`src/rtl/muldiv_pkg.sv`:
```
// Shared constants, FSM encoding and funct3 decode for the RV32M multiply/divide unit.
package muldiv_pkg;

  localparam logic [2:0] FUNCT3_MUL    = 3'd0;
  localparam logic [2:0] FUNCT3_MULH   = 3'd1;
  localparam logic [2:0] FUNCT3_MULHSU = 3'd2;
  localparam logic [2:0] FUNCT3_MULHU  = 3'd3;
  localparam logic [2:0] FUNCT3_DIV    = 3'd4;
  localparam logic [2:0] FUNCT3_DIVU   = 3'd5;
  localparam logic [2:0] FUNCT3_REM    = 3'd6;
  localparam logic [2:0] FUNCT3_REMU   = 3'd7;

  localparam logic [31:0] DIV_ZERO_Q = 32'hFFFF_FFFF;
  localparam logic [31:0] INT_MIN    = 32'h8000_0000;

  typedef enum logic [1:0] {
    MD_IDLE = 2'd0,
    MD_BUSY = 2'd1,
    MD_DONE = 2'd2
  } md_state_e;

  typedef struct packed {
    logic is_div;
    logic rs1_signed;
    logic rs2_signed;
    logic sel_hi;
    logic sel_rem;
  } md_op_t;

  function automatic md_op_t decode_op(input logic [2:0] f3);
    md_op_t op;
    op.is_div     = f3[2];
    op.rs1_signed = (f3 == FUNCT3_MULH) || (f3 == FUNCT3_MULHSU) ||
                    (f3 == FUNCT3_DIV)  || (f3 == FUNCT3_REM);
    op.rs2_signed = (f3 == FUNCT3_MULH) || (f3 == FUNCT3_DIV) || (f3 == FUNCT3_REM);
    op.sel_hi     = (f3 != FUNCT3_MUL) && !f3[2];
    op.sel_rem    = f3[2] && f3[1];
    return op;
  endfunction

endpackage

```
`src/rtl/ex_muldiv_unit_if.sv`:
```
// EX-stage handshake between the pipeline (master) and the multiply/divide unit (slave).
interface ex_muldiv_unit_if #(
  parameter int DATA_WIDTH = 32
);
  logic                  start_EX;
  logic                  flush_EX;
  logic [2:0]            funct3_EX;
  logic [DATA_WIDTH-1:0] forward_rs1;
  logic [DATA_WIDTH-1:0] forward_rs2;
  logic                  stall_muldiv_EX;
  logic [DATA_WIDTH-1:0] muldiv_res_EX;
  logic                  muldiv_valid_EX;
  logic                  muldiv_busy;

  modport master (
    output start_EX, flush_EX, funct3_EX, forward_rs1, forward_rs2,
    input  stall_muldiv_EX, muldiv_res_EX, muldiv_valid_EX, muldiv_busy
  );

  modport slave (
    input  start_EX, flush_EX, funct3_EX, forward_rs1, forward_rs2,
    output stall_muldiv_EX, muldiv_res_EX, muldiv_valid_EX, muldiv_busy
  );
endinterface

```
`src/rtl/muldiv_iter_core.sv`:
```
// One combinational iteration: shift-add multiply step or restoring-divide step on {acc, opnd}.
module muldiv_iter_core #(
  parameter int DATA_WIDTH = 32
) (
  input  logic                  is_div,
  input  logic [DATA_WIDTH-1:0] acc_i,
  input  logic [DATA_WIDTH-1:0] opnd_i,
  input  logic [DATA_WIDTH-1:0] mcand_i,
  output logic [DATA_WIDTH-1:0] acc_o,
  output logic [DATA_WIDTH-1:0] opnd_o
);

  logic [DATA_WIDTH:0] sum_s;
  logic [DATA_WIDTH:0] shift_s;
  logic [DATA_WIDTH:0] diff_s;

  // Single step; in divide mode diff_s MSB set means the trial subtraction borrowed
  always_comb begin
    sum_s   = {1'b0, acc_i} + (opnd_i[0] ? {1'b0, mcand_i} : {(DATA_WIDTH+1){1'b0}});
    shift_s = {acc_i, opnd_i[DATA_WIDTH-1]};
    diff_s  = shift_s - {1'b0, mcand_i};
    if (is_div) begin
      if (!diff_s[DATA_WIDTH]) begin
        acc_o  = diff_s[DATA_WIDTH-1:0];
        opnd_o = {opnd_i[DATA_WIDTH-2:0], 1'b1};
      end else begin
        acc_o  = shift_s[DATA_WIDTH-1:0];
        opnd_o = {opnd_i[DATA_WIDTH-2:0], 1'b0};
      end
    end else begin
      acc_o  = sum_s[DATA_WIDTH:1];
      opnd_o = {sum_s[0], opnd_i[DATA_WIDTH-1:1]};
    end
  end

endmodule

```
`src/rtl/ex_muldiv_unit.sv`:
```
// Iterative RV32M execution unit: 32-cycle shift-add multiply / restoring divide with pipeline stall.
module ex_muldiv_unit
  import muldiv_pkg::*;
#(
  parameter int DATA_WIDTH     = 32,
  parameter int ITER_CNT_WIDTH = 6
) (
  input  logic          clk,
  input  logic          rst_n,
  ex_muldiv_unit_if.slave md
);

  md_state_e                 state_q, state_d;
  logic [ITER_CNT_WIDTH-1:0] cnt_q, cnt_d;
  logic [DATA_WIDTH-1:0]     acc_q, acc_d;
  logic [DATA_WIDTH-1:0]     opnd_q, opnd_d;
  logic [DATA_WIDTH-1:0]     mcand_q, mcand_d;
  logic                      is_div_q, is_div_d;
  logic                      sel_hi_q, sel_hi_d;
  logic                      sel_rem_q, sel_rem_d;
  logic                      neg_q, neg_d;
  logic                      rem_neg_q, rem_neg_d;
  logic [DATA_WIDTH-1:0]     res_q, res_d;
  logic                      valid_q, valid_d;
  logic                      busy_q, busy_d;

  md_op_t                    op_s;
  logic                      rs1_neg_s, rs2_neg_s;
  logic [DATA_WIDTH-1:0]     rs1_mag_s, rs2_mag_s;
  logic                      div_zero_s, div_ovf_s;
  logic [DATA_WIDTH-1:0]     core_acc_s, core_opnd_s;
  logic [2*DATA_WIDTH-1:0]   prod_s, prod_fix_s;
  logic [DATA_WIDTH-1:0]     quo_fix_s, rem_fix_s, final_s;

  assign op_s       = decode_op(md.funct3_EX);
  assign rs1_neg_s  = op_s.rs1_signed & md.forward_rs1[DATA_WIDTH-1];
  assign rs2_neg_s  = op_s.rs2_signed & md.forward_rs2[DATA_WIDTH-1];
  assign rs1_mag_s  = rs1_neg_s ? -md.forward_rs1 : md.forward_rs1;
  assign rs2_mag_s  = rs2_neg_s ? -md.forward_rs2 : md.forward_rs2;
  assign div_zero_s = op_s.is_div & (md.forward_rs2 == {DATA_WIDTH{1'b0}});
  assign div_ovf_s  = op_s.is_div & op_s.rs1_signed &
                      (md.forward_rs1 == INT_MIN) & (md.forward_rs2 == DIV_ZERO_Q);

  muldiv_iter_core #(.DATA_WIDTH(DATA_WIDTH)) u_core (
    .is_div  (is_div_q),
    .acc_i   (acc_q),
    .opnd_i  (opnd_q),
    .mcand_i (mcand_q),
    .acc_o   (core_acc_s),
    .opnd_o  (core_opnd_s)
  );

  // Sign fix-up is applied to the last iteration's output so the result lands in DONE already registered
  assign prod_s     = {core_acc_s, core_opnd_s};
  assign prod_fix_s = neg_q ? -prod_s : prod_s;
  assign quo_fix_s  = neg_q ? -core_opnd_s : core_opnd_s;
  assign rem_fix_s  = rem_neg_q ? -core_acc_s : core_acc_s;
  assign final_s    = is_div_q ? (sel_rem_q ? rem_fix_s : quo_fix_s)
                               : (sel_hi_q ? prod_fix_s[2*DATA_WIDTH-1:DATA_WIDTH]
                                           : prod_fix_s[DATA_WIDTH-1:0]);

  // Next-state and datapath update for the IDLE/BUSY/DONE sequencer
  always_comb begin
    state_d   = state_q;
    cnt_d     = cnt_q;
    acc_d     = acc_q;
    opnd_d    = opnd_q;
    mcand_d   = mcand_q;
    is_div_d  = is_div_q;
    sel_hi_d  = sel_hi_q;
    sel_rem_d = sel_rem_q;
    neg_d     = neg_q;
    rem_neg_d = rem_neg_q;
    res_d     = res_q;
    valid_d   = 1'b0;
    if (md.flush_EX) begin
      state_d = MD_IDLE;
      cnt_d   = {ITER_CNT_WIDTH{1'b0}};
    end else begin
      case (state_q)
        MD_IDLE: begin
          if (md.start_EX) begin
            is_div_d  = op_s.is_div;
            sel_hi_d  = op_s.sel_hi;
            sel_rem_d = op_s.sel_rem;
            neg_d     = rs1_neg_s ^ rs2_neg_s;
            rem_neg_d = rs1_neg_s;
            cnt_d     = {ITER_CNT_WIDTH{1'b0}};
            acc_d     = {DATA_WIDTH{1'b0}};
            opnd_d    = op_s.is_div ? rs1_mag_s : rs2_mag_s;
            mcand_d   = op_s.is_div ? rs2_mag_s : rs1_mag_s;
            if (div_zero_s) begin
              res_d   = op_s.sel_rem ? md.forward_rs1 : DIV_ZERO_Q;
              valid_d = 1'b1;
              state_d = MD_DONE;
            end else if (div_ovf_s) begin
              res_d   = op_s.sel_rem ? {DATA_WIDTH{1'b0}} : INT_MIN;
              valid_d = 1'b1;
              state_d = MD_DONE;
            end else begin
              state_d = MD_BUSY;
            end
          end else begin
            state_d = MD_IDLE;
          end
        end
        MD_BUSY: begin
          acc_d  = core_acc_s;
          opnd_d = core_opnd_s;
          if (cnt_q == ITER_CNT_WIDTH'(DATA_WIDTH - 1)) begin
            cnt_d   = {ITER_CNT_WIDTH{1'b0}};
            res_d   = final_s;
            valid_d = 1'b1;
            state_d = MD_DONE;
          end else begin
            cnt_d   = cnt_q + ITER_CNT_WIDTH'(1);
            state_d = MD_BUSY;
          end
        end
        MD_DONE: begin
          state_d = MD_IDLE;
        end
        default: begin
          state_d = MD_IDLE;
        end
      endcase
    end
    busy_d = (state_d == MD_BUSY);
  end

  // State, datapath and output registers with synchronous active-low reset
  always_ff @(posedge clk) begin
    if (!rst_n) begin
      state_q   <= MD_IDLE;
      cnt_q     <= {ITER_CNT_WIDTH{1'b0}};
      acc_q     <= {DATA_WIDTH{1'b0}};
      opnd_q    <= {DATA_WIDTH{1'b0}};
      mcand_q   <= {DATA_WIDTH{1'b0}};
      is_div_q  <= 1'b0;
      sel_hi_q  <= 1'b0;
      sel_rem_q <= 1'b0;
      neg_q     <= 1'b0;
      rem_neg_q <= 1'b0;
      res_q     <= {DATA_WIDTH{1'b0}};
      valid_q   <= 1'b0;
      busy_q    <= 1'b0;
    end else begin
      state_q   <= state_d;
      cnt_q     <= cnt_d;
      acc_q     <= acc_d;
      opnd_q    <= opnd_d;
      mcand_q   <= mcand_d;
      is_div_q  <= is_div_d;
      sel_hi_q  <= sel_hi_d;
      sel_rem_q <= sel_rem_d;
      neg_q     <= neg_d;
      rem_neg_q <= rem_neg_d;
      res_q     <= res_d;
      valid_q   <= valid_d;
      busy_q    <= busy_d;
    end
  end

  // Stall must hit the same cycle the instruction enters EX, so it stays combinational
  assign md.stall_muldiv_EX = md.start_EX & ~md.flush_EX & (state_q != MD_DONE);
  assign md.muldiv_res_EX   = res_q;
  assign md.muldiv_valid_EX = valid_q;
  assign md.muldiv_busy     = busy_q;

endmodule

```
`src/flat_wrapper.sv`:
```
// flat-port wrapper written by rule: the top's interface ports become plain ports
module ex_muldiv_unit_flat import muldiv_pkg::*;
#(
  parameter int DATA_WIDTH     = 32,
  parameter int ITER_CNT_WIDTH = 6
)
  (clk, rst_n, md_start_EX, md_flush_EX, md_funct3_EX, md_forward_rs1, md_forward_rs2, md_stall_muldiv_EX, md_muldiv_res_EX, md_muldiv_valid_EX, md_muldiv_busy);
  ex_muldiv_unit_if #(.DATA_WIDTH(DATA_WIDTH)) md_i ();
  input  logic clk;
  input  logic rst_n;
  input wire logic [$bits(md_i.start_EX)-1:0] md_start_EX;
  input wire logic [$bits(md_i.flush_EX)-1:0] md_flush_EX;
  input wire logic [$bits(md_i.funct3_EX)-1:0] md_funct3_EX;
  input wire logic [$bits(md_i.forward_rs1)-1:0] md_forward_rs1;
  input wire logic [$bits(md_i.forward_rs2)-1:0] md_forward_rs2;
  output wire logic [$bits(md_i.stall_muldiv_EX)-1:0] md_stall_muldiv_EX;
  output wire logic [$bits(md_i.muldiv_res_EX)-1:0] md_muldiv_res_EX;
  output wire logic [$bits(md_i.muldiv_valid_EX)-1:0] md_muldiv_valid_EX;
  output wire logic [$bits(md_i.muldiv_busy)-1:0] md_muldiv_busy;
  assign md_i.start_EX = md_start_EX;
  assign md_i.flush_EX = md_flush_EX;
  assign md_i.funct3_EX = md_funct3_EX;
  assign md_i.forward_rs1 = md_forward_rs1;
  assign md_i.forward_rs2 = md_forward_rs2;
  assign md_stall_muldiv_EX = md_i.stall_muldiv_EX;
  assign md_muldiv_res_EX = md_i.muldiv_res_EX;
  assign md_muldiv_valid_EX = md_i.muldiv_valid_EX;
  assign md_muldiv_busy = md_i.muldiv_busy;
  ex_muldiv_unit #(.DATA_WIDTH(DATA_WIDTH), .ITER_CNT_WIDTH(ITER_CNT_WIDTH)) u_core (.clk(clk), .rst_n(rst_n), .md(md_i));
endmodule
```
`config.mk`:
```
export PLATFORM = sky130hd
export DESIGN_NAME = ex_muldiv_unit_flat
export DESIGN_NICKNAME = d
export VERILOG_FILES = /design/src/rtl/muldiv_pkg.sv /design/src/rtl/ex_muldiv_unit_if.sv /design/src/rtl/muldiv_iter_core.sv /design/src/rtl/ex_muldiv_unit.sv /design/src/flat_wrapper.sv
export SDC_FILE = /design/constraint.sdc
export NUM_CORES = 1
export LEC_CHECK = 0
export CAP_MARGIN = 0
export CORE_UTILIZATION = 40
export CTS_CLUSTER_SIZE = 24
export DETAILED_ROUTE_END_ITERATION = 12
export PLACE_DENSITY_LB_ADDON = 0.08
export SLEW_MARGIN = 20
export SYNTH_ARGS = -nofsm -noshare
export SYNTH_HDL_FRONTEND = slang
export SYNTH_SLANG_ARGS = --single-unit
```
`constraint.sdc`:
```
create_clock -name clk -period 7.7 [get_ports clk]
set_clock_uncertainty 0.05 [all_clocks]
set_input_delay 1.155 -clock clk [delete_from_list [all_inputs] [get_ports clk]]
set_output_delay 1.155 -clock clk [all_outputs]
set_load 0.05 [all_outputs]
```
==> reports/qor.yml <==
area_growth_pct: 12.3
crit_start: "u_core.opnd_q[31]"
insertion_delay_ps: 480
synth-seq-cells: 143
drtAntennaViolNets: 0
clk_pin_slew_worst_paths_ps: 70
synth_common_cells: "274 x nor2_1, 249 x nand2_1, 179 x a21oi_1"
cap_violations: 0
n_fill_cell: 4411
power_uw: 2700
endpoint_kind: "flop"
critPathArrivalTime_ps: 7000
cts_buffers: 17
synth_nets: 2614
critPathMaxFanout: 16
cts_setup_buffers: 0
drive_above_1_share: 0.0566
slew_headroom: 0.299
die-width_um: 208
avgViaCountPerCell: 6.45
worstPathCellList: "inv_1 -> ha_1 -> fa_1 -> nand2b_1 -> a21oi_1 -> nor3b_2 -> o41a_4 -> a21oi_4 -> xnor2_2 -> nand2_1 -> o21ai_0 -> ha_1 -> o211ai_1 -> or2_2 -> or3_1 -> nor4_1 -> nand4_1 -> o21ai_0 -> xnor2_1 -> a211oi_1 -> o21ai_0 -> a31oi_1"
drv_slew: 0
antenna_found_initial: 3
worst-path-buf-inv: 1
status: "finished, violations left"
finalHoldViolCount: 0
p_leak_uw: 0.00707
register_area_mm2: 0.00287
synth_area_mm2: 0.0169
dr.pass1.iters: 10
synth_area_leader_cell: "dfxtp_1"
cp_num_cells: 22
cts_tree: "yes"
wire_per_inst_um: 26.3
track_usage: 0.364
io_buffers: 105
cts_resized: 0
core_area_mm2: 0.0419
slowest_delay_ps: 580
rrSetupSlack_ps: 1050
crit_slowest_cell: "nand4_1"
place_congestion: 0.981
finalWirelength_um: 79600
grt_max_degree: 60
row_count: 75
synth_edf_count: 0
yosys_warnings: 0
die_h_um: 208
ys_types: 93
pin_count: 106
crit_path_start_kind: "flop"
r2r-end: "u_core.md.muldiv_res_EX[2]"
clock_sinks: 143
power_density_mw_per_mm2: 142
grt_overflow_total: 0
fmax_ghz: 0.150
multiInputGateArea_mm2: 0.0132
period_share: 0.863
rsz0062_at_grt: "no"
period_needed_ps: 6650
critPathTopFamily: "compound AO/OA/AOI/OAI gates"
route.detailed.drc: 2
htreeDepth: 4
synth-main-ff-cell: "dfxtp_1"
cts_hold_buf: 0
dp_hpwl_um: 62700
synth.area.top_cells: "dfxtp_1 17%, nor2_1 6.1%, xnor2_1 6.0%, nand2_1 5.5%, a21oi_1 5.3%"
crit_required_ps: 8060
synth_top_cell_area_share: 0.169
peakVddDrop_mv: 0.109
async_reset_ff_frac: 0
dieArea_mm2: 0.0432
tightest_slew_ps: 1040
crit_top_cell: "o21ai_0"
dr_total_vias: 19600
r2r_cells: 22
fin_setup_tns_ps: 0
ys_seq_area_frac: 0.169
grt_pass1_vias: 18100
r2r_start: "u_core.opnd_q[31]"
path_class: "reg2reg"
setup_viol_count_final: 0
initial_core_util: 0.405
grt_pass1_wl_um: 118000
syn_area_per_cell_um2: 6.86
cts_buffer_depth: 2
endpoint: "u_core.md.muldiv_res_EX[2]"
yosysMostFrequentCell: "nor2_1"
cts_root_buffer: "clkbuf_16"
nets: 2621
hold_path_class: "reg2reg"
syn-instance-count: 2471
drt_iter0_markers: 2190
violations: "DRC"
[state kept, by name (all words and copies together), names as in the netlist]
| register | cells |
|---|---|
| u_core.acc_q | 32 |
| u_core.cnt_q | 6 |
| u_core.is_div_q | 1 |
| u_core.mcand_q | 32 |
| u_core.md.muldiv_busy | 1 |
| u_core.md.muldiv_res_EX | 32 |
| u_core.md.muldiv_valid_EX | 1 |
| u_core.neg_q | 1 |
| u_core.opnd_q | 32 |
| u_core.rem_neg_q | 1 |
| u_core.sel_hi_q | 1 |
| u_core.sel_rem_q | 1 |
| u_core.state_q | 2 |
[cell usage in the layout, fill, tap and decap left out, types with 20 or more instances in the layout]
master           Yosys  routed
a21oi_1            179     179
buf_4                3      48
nor3_1              83      81
or3_1               32      32
nand3_1             78      78
inv_1               69      69
dfxtp_1            143     142
ha_1                70      70
nor2_1             274     274
nand2_1            249     248
xnor2_1            117     115
a211oi_1            60      60
a21o_1              25      25
nor2b_1             36      35
o31ai_1             26      26
o211ai_1            50      50
xor2_1              62      62
nand4_1             38      38
a22oi_1             28      28
nor4_1              28      28
nand2b_1            36      35
a31oi_1             33      33
o21ai_0            177     177
clkdlybuf4s50_1      0     103
and2_1              57      57
mux2i_1             56      56
or4_1               20      20
[cell type report]
cell class	count	share of cell area
inverter	72	0.0142
clock buffer	20	0.0245
antenna	1	0.000131
timing repair buffer	153	0.0736
multi-input combinational	2091	0.694
clock inverter	12	0.00782
tap	539	0.0354
sequential	143	0.151
[logic make-up after synthesis]
family	share of synthesized area
AOI/OAI and AO/OA	0.300
buffers and inverters	0.0549
xor gates and xnor gates	0.0925
and+or+nand+nor	0.289
DFF	0.169
adders and majority gates	0.0540
muxes	0.0399
[metal layers]
metal | vias to the layer above | track usage | part of all wire
li1 | 9116 | - | -
met1 | 9366 | 0.454 | 0.41
met2 | 896 | 0.591 | 0.45
met3 | 183 | 0.0707 | 0.081
met4 | 4 | 0.196 | 0.057
met5 | - | 0 | 0.00033
[power breakdown]
group	leakage (uW)	internal (uW)	switching (uW)	total, uW
Sequential	0.00116	766	37.4	803
Combinational	0.00561	324	674	998
Clock	0.000300	510	388	899
Total	0.00707	1600	1100	2700
[worst min-delay path, delay by kind of cell, from the launching register on]
kind,cells,cell delay [ps]
DFF,1,310
AOI/OAI and AO/OA,1,60
and+or+nand+nor,1,50
[how the worst min path moves through the flow]
stage	cells past startpoint	from	slack [ps]	end
2_1_floorplan	2	u_core.mcand_q[2]	390	u_core.mcand_q[2]
4_1_cts	2	u_core.mcand_q[22]	420	u_core.mcand_q[22]
3_5_place_dp	2	u_core.mcand_q[22]	410	u_core.mcand_q[22]
5_1_grt	2	u_core.md.muldiv_res_EX[1]	440	u_core.md.muldiv_res_EX[1]
6_report	2	u_core.md.muldiv_res_EX[1]	420	u_core.md.muldiv_res_EX[1]
3_3_place_gp	2	u_core.md.muldiv_res_EX[1]	400	u_core.md.muldiv_res_EX[1]
[metrics by stage]
| stage | area [um^2] | std cells | hold WS [ps] | setup WS (ps) | utilization |
|---|---|---|---|---|---|
| after floorplan | 16900 | 2471 | 390 | 2330 | - |
| after global placement | 18400 | 2998 | 401 | 1300 | 0.440 |
| after detailed placement | 18400 | 2998 | 410 | 1120 | 0.440 |
| after CTS | 19000 | 3030 | 418 | 1120 | 0.455 |
| after global routing | 19000 | 3030 | 440 | 527 | 0.455 |
| final | 19000 | 3031 | 420 | 1050 | 0.455 |
Power figures use the tool's default switching activity.
